===== src/rtl/sel_mux_pipe_if.sv =====
// sel_mux_pipe_if: upstream/downstream handshake bundle for sel_mux_pipe.
// slave = block side (takes in_*, drives out_*), master = environment side.
interface sel_mux_pipe_if #(
  parameter int WIDTH = 32,
  parameter int N     = 4,
  parameter int SEL_W = 2
);
  logic [N*WIDTH-1:0] in_data;
  logic [SEL_W-1:0]   sel;
  logic               in_valid;
  logic               in_ready;
  logic [WIDTH-1:0]   out_data;
  logic               out_valid;
  logic               out_ready;

  modport slave (
    input  in_data,
    input  sel,
    input  in_valid,
    output in_ready,
    output out_data,
    output out_valid,
    input  out_ready
  );

  modport master (
    output in_data,
    output sel,
    output in_valid,
    input  in_ready,
    input  out_data,
    input  out_valid,
    output out_ready
  );
endinterface


===== src/rtl/sel_mux_pipe.sv =====
// sel_mux_pipe: channel select mux feeding a two-entry skid buffer.
// Ports: clk, rst (async high), bus (in_data/sel/in_valid/in_ready,
// out_data/out_valid/out_ready), sel_err when SEL_MUX_PIPE_RANGE_ERR_EN.
module sel_mux_pipe #(
  parameter int WIDTH = 32,
  parameter int N     = 4,
  parameter int SEL_W = 2
) (
  input  logic clk,
  input  logic rst,
`ifdef SEL_MUX_PIPE_RANGE_ERR_EN
  output logic sel_err,
`endif
  sel_mux_pipe_if.slave bus
);

  typedef enum logic [1:0] {
    EMPTY = 2'd0,
    ONE   = 2'd1,
    FULL  = 2'd2
  } state_t;

  state_t           state_q;
  state_t           state_d;
  logic [WIDTH-1:0] main_q;
  logic [WIDTH-1:0] main_d;
  logic [WIDTH-1:0] skid_q;
  logic [WIDTH-1:0] skid_d;
  logic             rdy_q;
  logic             rdy_d;
  logic             vld_q;
  logic             vld_d;

  logic [WIDTH-1:0] sel_data;
  logic             sel_ok;
  logic             in_fire;
  logic             out_fire;

  // Only the addressed channel reaches sel_data;
  // an out-of-range index yields zero.
  always_comb begin
    sel_data = '0;
    sel_ok   = 1'b0;
    for (int k = 0; k < N; k++) begin
      if (bus.sel == SEL_W'(k)) begin
        sel_data = bus.in_data[k*WIDTH +: WIDTH];
        sel_ok   = 1'b1;
      end
    end
  end

  assign in_fire  = bus.in_valid & rdy_q;
  assign out_fire = vld_q & bus.out_ready;

  always_comb begin
    state_d = state_q;
    main_d  = main_q;
    skid_d  = skid_q;
    unique case (state_q)
      EMPTY: begin
        if (in_fire) begin
          main_d  = sel_data;
          state_d = ONE;
        end
      end
      ONE: begin
        unique case (1'b1)
          in_fire & out_fire: begin
            main_d = sel_data;
          end
          in_fire & ~out_fire: begin
            skid_d  = sel_data;
            state_d = FULL;
          end
          ~in_fire & out_fire: begin
            state_d = EMPTY;
          end
          default: begin
            state_d = ONE;
          end
        endcase
      end
      FULL: begin
        // in_ready is low here, so only the drain side can move.
        if (out_fire) begin
          main_d  = skid_q;
          state_d = ONE;
        end
      end
      default: begin
        state_d = EMPTY;
      end
    endcase
    // Handshake flags are registered copies of the next state.
    rdy_d = (state_d != FULL);
    vld_d = (state_d != EMPTY);
  end

  always_ff @(posedge clk or posedge rst) begin
    if (rst) begin
      state_q <= EMPTY;
      main_q  <= '0;
      skid_q  <= '0;
      rdy_q   <= 1'b1;
      vld_q   <= 1'b0;
    end else begin
      state_q <= state_d;
      main_q  <= main_d;
      skid_q  <= skid_d;
      rdy_q   <= rdy_d;
      vld_q   <= vld_d;
    end
  end

`ifdef SEL_MUX_PIPE_RANGE_ERR_EN
  always_ff @(posedge clk or posedge rst) begin
    if (rst) begin
      sel_err <= 1'b0;
    end else if (in_fire & ~sel_ok) begin
      sel_err <= 1'b1;
    end
  end
`endif

  assign bus.in_ready  = rdy_q;
  assign bus.out_valid = vld_q;
  assign bus.out_data  = main_q;

endmodule


===== src/flat_wrapper.sv =====
// flat-port wrapper written by rule: the top's interface ports become plain ports
module sel_mux_pipe_flat 
#(
  parameter int WIDTH = 32,
  parameter int N     = 4,
  parameter int SEL_W = 2
)
  (clk, rst, bus_in_data, bus_sel, bus_in_valid, bus_in_ready, bus_out_data, bus_out_valid, bus_out_ready);
  sel_mux_pipe_if #(.WIDTH(WIDTH), .N(N), .SEL_W(SEL_W)) bus_i ();
  input  logic clk;
  input  logic rst;
  input wire logic [$bits(bus_i.in_data)-1:0] bus_in_data;
  input wire logic [$bits(bus_i.sel)-1:0] bus_sel;
  input wire logic [$bits(bus_i.in_valid)-1:0] bus_in_valid;
  output wire logic [$bits(bus_i.in_ready)-1:0] bus_in_ready;
  output wire logic [$bits(bus_i.out_data)-1:0] bus_out_data;
  output wire logic [$bits(bus_i.out_valid)-1:0] bus_out_valid;
  input wire logic [$bits(bus_i.out_ready)-1:0] bus_out_ready;
  assign bus_i.in_data = bus_in_data;
  assign bus_i.sel = bus_sel;
  assign bus_i.in_valid = bus_in_valid;
  assign bus_in_ready = bus_i.in_ready;
  assign bus_out_data = bus_i.out_data;
  assign bus_out_valid = bus_i.out_valid;
  assign bus_i.out_ready = bus_out_ready;
  sel_mux_pipe #(.WIDTH(WIDTH), .N(N), .SEL_W(SEL_W)) u_core (.clk(clk), .rst(rst), .bus(bus_i));
endmodule

===== config.mk =====
export PLATFORM = sky130hd
export DESIGN_NAME = sel_mux_pipe_flat
export DESIGN_NICKNAME = d
export VERILOG_FILES = /design/src/rtl/sel_mux_pipe_if.sv /design/src/rtl/sel_mux_pipe.sv /design/src/flat_wrapper.sv
export SDC_FILE = /design/constraint.sdc
export NUM_CORES = 1
export LEC_CHECK = 0
export ABC_AREA = 1
export BUFFER_PORTS_ARGS = -buffer_cell sky130_fd_sc_hd__buf_2
export CAP_MARGIN = 20
export CORE_MARGIN = 10
export CORE_UTILIZATION = 50
export CTS_BUF_LIST = sky130_fd_sc_hd__clkbuf_4
export CTS_CLUSTER_SIZE = 24
export DETAILED_ROUTE_END_ITERATION = 8
export PLACE_DENSITY = 0.94
export SYNTH_ARGS = -nofsm -noshare
export SYNTH_HDL_FRONTEND = slang
export SYNTH_SLANG_ARGS = --single-unit

===== constraint.sdc =====
create_clock -name clk -period 2.4 [get_ports clk]
set_input_delay 0.12 -clock clk [delete_from_list [all_inputs] [get_ports clk]]
set_output_delay 0.12 -clock clk [all_outputs]
set_load 0.02 [all_outputs]

# Yosys cells after proc, flatten, opt, wreduce, memory -nomap -nowiden
# Cells that the tools add are included.
[word_totals] register_bits=68 elab_cells=39 out_inout_bits=34 in_bits=134
[op_classes] bitwise=7 reduce_logical=6 mux=12 n_eq_ne=9
[op_table] cell="$mux 32" count=7
[op_table] cell="$pmux 32 s3" count=1
[op_table] cell="$pmux 2 s3" count=2
[op_table] cell="$eq 2x2->1 const B" count=3
[op_table] cell="$ne 2x1->1 const B" count=3
[op_table] cell="$and 1x1->1" count=5
[op_table] cell="$eq 2x1->1 const B" count=2
[op_table] cell="$logic_not 2->1" count=2
[op_table] cell="$mux 2" count=2
[op_table] cell="$reduce_and 4->1" count=1
[op_table] cell="$reduce_bool 3->1" count=1
[op_table] cell="$ne 2x2->1 const B" count=1
[op_table] cell="$not 1->1" count=2
[op_table] cell="$reduce_and 2->1" count=1
[op_table] cell="$reduce_bool 2->1" count=1

# Logic depth before layout (Yosys ltp)
[logic_depth] depth_word=7 ltp_mapped=9 depth_no_buf=7

# Worst setup path before layout
# No wires, ideal clock.
[synth_timing] path_kind="register to register" start="reg u_core.rdy_q, in the netlist u_core.bus.in_ready" end="reg u_core.main_q[10], in the netlist u_core.bus.out_data[10]" period_less_slack_ps=1452 t_required_ps=2283 stages_incl_launch_ff=9 setup_slack_ps=948 setup_time_ps=117 path_buffers=2 arrival_ps=1336 cell_sequence="dfstp_2 > nand2_1 > inv_2 > nand3_2 > and2_1 > buf_4 > buf_6 > nand2_1 > nand2_1"
[synth_between] elab_chain_cells=4
[synth_lines] element="from (decl)" line="sel_mux_pipe.sv:29" rtl="logic rdy_q;"
[synth_lines] element="from (signal assigned)" line="sel_mux_pipe.sv:110" rtl="rdy_q <= rdy_d;"
[synth_lines] element="$and 1x1->1 (*)" line="sel_mux_pipe.sv:52" rtl="assign in_fire = bus.in_valid & rdy_q;"
[synth_lines] element="$and 1x1->1" line="sel_mux_pipe.sv:68" rtl="in_fire & out_fire: begin"
[synth_lines] element="$ne 2x1->1 (no line)"
[synth_lines] element="$reduce_and 4->1 (no line) (*)"
[synth_lines] element="to (signal assigned)" line="sel_mux_pipe.sv:108" rtl="main_q <= main_d;"
[synth_lines] element="to (decl)" line="sel_mux_pipe.sv:25" rtl="logic [WIDTH-1:0] main_q;"
# Mark *: on every way between the ends. The rest lies on a longest branch, timed or not.
# A chain may end at the register's enable or synchronous reset.

# Final worst setup path
[layout_timing] start="reg u_core.rdy_q, in the netlist u_core.bus.in_ready" end="reg u_core.vld_q, in the netlist u_core.bus.out_valid"
[layout_between] elab_chain_cells=6
[layout_lines] element="$and 1x1->1 (*)" line="sel_mux_pipe.sv:52"
[layout_lines] element="$not 1->1" line="sel_mux_pipe.sv:75" rtl="~in_fire & out_fire: begin"
[layout_lines] element="$and 1x1->1" line="sel_mux_pipe.sv:75"
[layout_lines] element="$pmux 2 s3" line="sel_mux_pipe.sv:67" rtl="unique case (1'b1)"
[layout_lines] element="$pmux 2 s3 (*)" line="sel_mux_pipe.sv:59" rtl="unique case (state_q)"
[layout_lines] element="named net u_core.state_d[1]" line="sel_mux_pipe.sv:24" rtl="state_t state_d;"
[layout_lines] element="$reduce_bool 2->1 (*)" line="sel_mux_pipe.sv:96" rtl="vld_d = (state_d != EMPTY);"
[layout_lines] element="named net u_core.vld_d" line="sel_mux_pipe.sv:32" rtl="logic vld_d;"
[layout_lines] element="to (signal assigned)" line="sel_mux_pipe.sv:111" rtl="vld_q <= vld_d;"
[layout_lines] element="to (decl)" line="sel_mux_pipe.sv:31" rtl="logic vld_q;"
# Mark *: on every way through the listed nets, which the timed path passes. The rest lies on a longest branch.

==> results_dict.tcl <==
set metrics [dict create \
    die_w_um 110 \
    postCtsResizedCells 0 \
    synth_compound_area_share_pct 11.9 \
    hold_path_class "in2reg" \
    htreeDepth 3 \
    cp-start-kind "flop" \
    antenna_found_initial 1 \
    cp_max_fo 41 \
    layout_commonest_cell "nand2_1" \
    path_buf_inv 3 \
    routed_wl_mm 13.3 \
    nFillCells 732 \
    ioPinCount 168 \
    fmax_mhz 546 \
    rsz0062_at_grt "no" \
    groute.usage.overall_pct 21.7 \
    remaining_drc_errors 0 \
    dp_hpwl_mm 9.95 \
    yosys.area_share.simple_pct 38.9 \
    cts_tree "yes" \
    wl_met1_mm 5.40 \
    dr.pass1.iters 5 \
    slew_violations 0 \
    drtIter0Drc 239 \
    syn_area_per_cell_sq_um 6.92 \
    path_class "reg2reg" \
    hold_viol 0 \
    ant_nets 0 \
    fin_area_sq_um 4960 \
    cp_top_family "simple AND/OR/NAND/NOR gates" \
    ys_warn_count 0 \
    syn_inst 583 \
    synth_top_family_by_area "simple AND/OR/NAND/NOR gates" \
    place_area_sq_um 4850 \
    cts_buffers 9 \
    place_congestion 0.929 \
    ys_seq_area_share_pct 42.2 \
    timing.max_cap.violations 0 \
    end_kind "flop" \
    maxUsedRoutingLayer "met4" \
    min_path_cells 4 \
    max_slew_margin_pct 48.6 \
    num_rows 32 \
    path_common_cell "nand2_1" \
    grt_pass1_wl_mm 20.8 \
    synth_xor_area_share_pct 0 \
    die_area_sq_um 12100 \
    worstPathCellList "nand2_1, inv_2, nand3_2, buf_4, nand2_1, inv_1, nand3_1" \
    routed_via_density 5.29 \
    place.port_buffers 167 \
    grt_max_degree 42 \
    holdWs_ns 0.0645 \
    utilization_pct 63.6 \
    worstReg2RegStart "u_core.bus.in_ready$_DFF_PP1_" \
    syn_nets 717 \
    initial_core_util_pct 51.7 \
    cts-root-buf "clkbuf_4" \
    synth_cell_types 22 \
    area_growth_syn_to_layout_pct 23.0 \
    setup_viol 0 \
    cp.depth 7 \
    outcome "complete, no violations" \
    coreArea_sq_um 7810 \
    synthMuxAreaShare_pct 0 \
    synthAdderAreaFrac_pct 0 \
    clockBufferDepth 2 \
    vdd_drop_max_mv 0.371 \
    synth-seq-cells 68 \
    tightest_slew_ns 0.769 \
    critPathSlowestCell "dfstp_2" \
    ff2ff_path_depth 7 \
    crit_start "u_core.bus.in_ready$_DFF_PP1_" \
    grt_pass1_vias 4531 \
    via_count 4426 \
    hp-start "bus_in_valid" \
    cp.arrival_ns 2.18 \
    met2_length_mm 6.34 \
    synth_top_area_cell "dfrtp_1" \
    post-cts-setup-buffers 0 \
    leakage_nw 2.77 \
    layout.nets 862 \
    clkTransAtPathRegs_ns 0.10 \
    insertion_delay_ns 0.42 \
    synth_area_leaders "dfrtp_1 (42%), nand2_1 (21%), nand3_1 (8.3%)" \
    synth_area_sq_um 4040 \
    required_ns 2.75 \
    ctsHoldBuffers 1 \
    drive_gt1_share_pct 27.3 \
    min_period_ns 1.83 \
    finalCritPeriodShare_pct 76.3 \
    die_y_um 110 \
    worst_clock_skew_ns 0.0114 \
    yosys.area.top_type_share_pct 41.5 \
    power.density_nw_per_um2 970 \
    seqCellArea_sq_um 1700 \
    final_cell_mix "nand2_1 (230), buf_2 (167), dfrtp_1 (67), nand3_1 (66), nor2_1 (34)" \
    tns_ns 0 \
    critical_path.max_stage_delay_ns 0.55 \
    gr-total-overflow 0 \
    wl_met3_mm 1.27 \
    multi_input_area_sq_um 2060 \
    routedWlPerCell_um 15.9 \
    numClockSinks 68 \
]
per-layer routing:
layer / up-vias / GRT usage, %
li1: 2172 / -
met1: 2031 / 24.3
met2: 201 / 37.0
met3: 22 / 7.08
met4: 0 / 9.20
met5: - / 0
synth_stat cells:
| cell type | n |
|---|---|
| buf_2 | 18 |
| dfrtp_1 | 67 |
| a21oi_1 | 32 |
| nand3_2 | 1 |
| o21ai_0 | 31 |
| buf_4 | 6 |
| dfstp_2 | 1 |
| clkbuf_1 | 10 |
| inv_1 | 3 |
| nand2_1 | 230 |
| or2_1 | 4 |
| or2_0 | 28 |
| nand3_1 | 67 |
| buf_1 | 3 |
| nand2_4 | 1 |
| nor2_1 | 34 |
| nor2_4 | 1 |
| and2_1 | 1 |
| buf_6 | 6 |
| o21ai_1 | 33 |
| nand4_1 | 1 |
| inv_2 | 5 |
power by group:
| part | leakage [nW] | internal [mW] | switching (mW) |
|---|---|---|---|
| sequential | 0.849 | 1.67 | 0.290 |
| clock | 0.0638 | 0.237 | 0.392 |
| combinational | 1.85 | 0.778 | 1.44 |
| total | 2.77 | 2.69 | 2.13 |
logic make-up after synthesis:
kind of cell           after synthesis
buffers and inverters               51
DFF                                 68
AOI/OAI and AO/OA                   96
and+or+nand+nor                    368
per-stage QoR:
step	cells	power [mW]	setup WS, ns
floorplan	583	3.50	0.570
global placement	818	4.09	0.680
detailed placement	818	4.22	0.539
CTS	835	4.85	0.590
global route	836	5.22	0.433
finish	836	4.82	0.570
final timing paths:
kind / endpoint / slack, ns
min reg2reg: u_core.bus.out_data[30]$_DFFE_PP0P_ / 0.49
min in group asynchronous: u_core.bus.out_data[19]$_DFFE_PP0P_ / 0.34
max: u_core.bus.out_valid$_DFF_PP0_ / 0.57
min: u_core.state_q[0]$_DFF_PP0_ / 0.06
max in group asynchronous: u_core.bus.in_ready$_DFF_PP1_ / 1.35
max reg2reg: u_core.bus.out_valid$_DFF_PP0_ / 0.57
final cells by class:
class | count | share of cell area, %
Timing Repair Buffer | 177 | 18.9
Multi-Input combinational cell | 464 | 41.4
Clock buffer | 12 | 1.81
Antenna cell | 1 | 0.0504
Inverter | 8 | 0.605
Tap cell | 102 | 2.57
Clock inverter | 4 | 0.328
Sequential cell | 68 | 34.3
worst register-to-register path, cell delays in order, from the launching register on:
cell and delay [ns]:
dfstp_2 0.55, nand2_1 0.07, inv_2 0.08, nand3_2 0.37, buf_4 0.42, nand2_1 0.16, inv_1 0.06, nand3_1 0.07
flip-flops by register name, indices dropped and copies added, names as in the netlist:
name and flops:
u_core.bus.out_valid 1, u_core.bus.in_ready 1, u_core.state_q 2, u_core.skid_q 32, u_core.bus.out_data 32
Note: power is estimated with default switching activity, not from simulation.
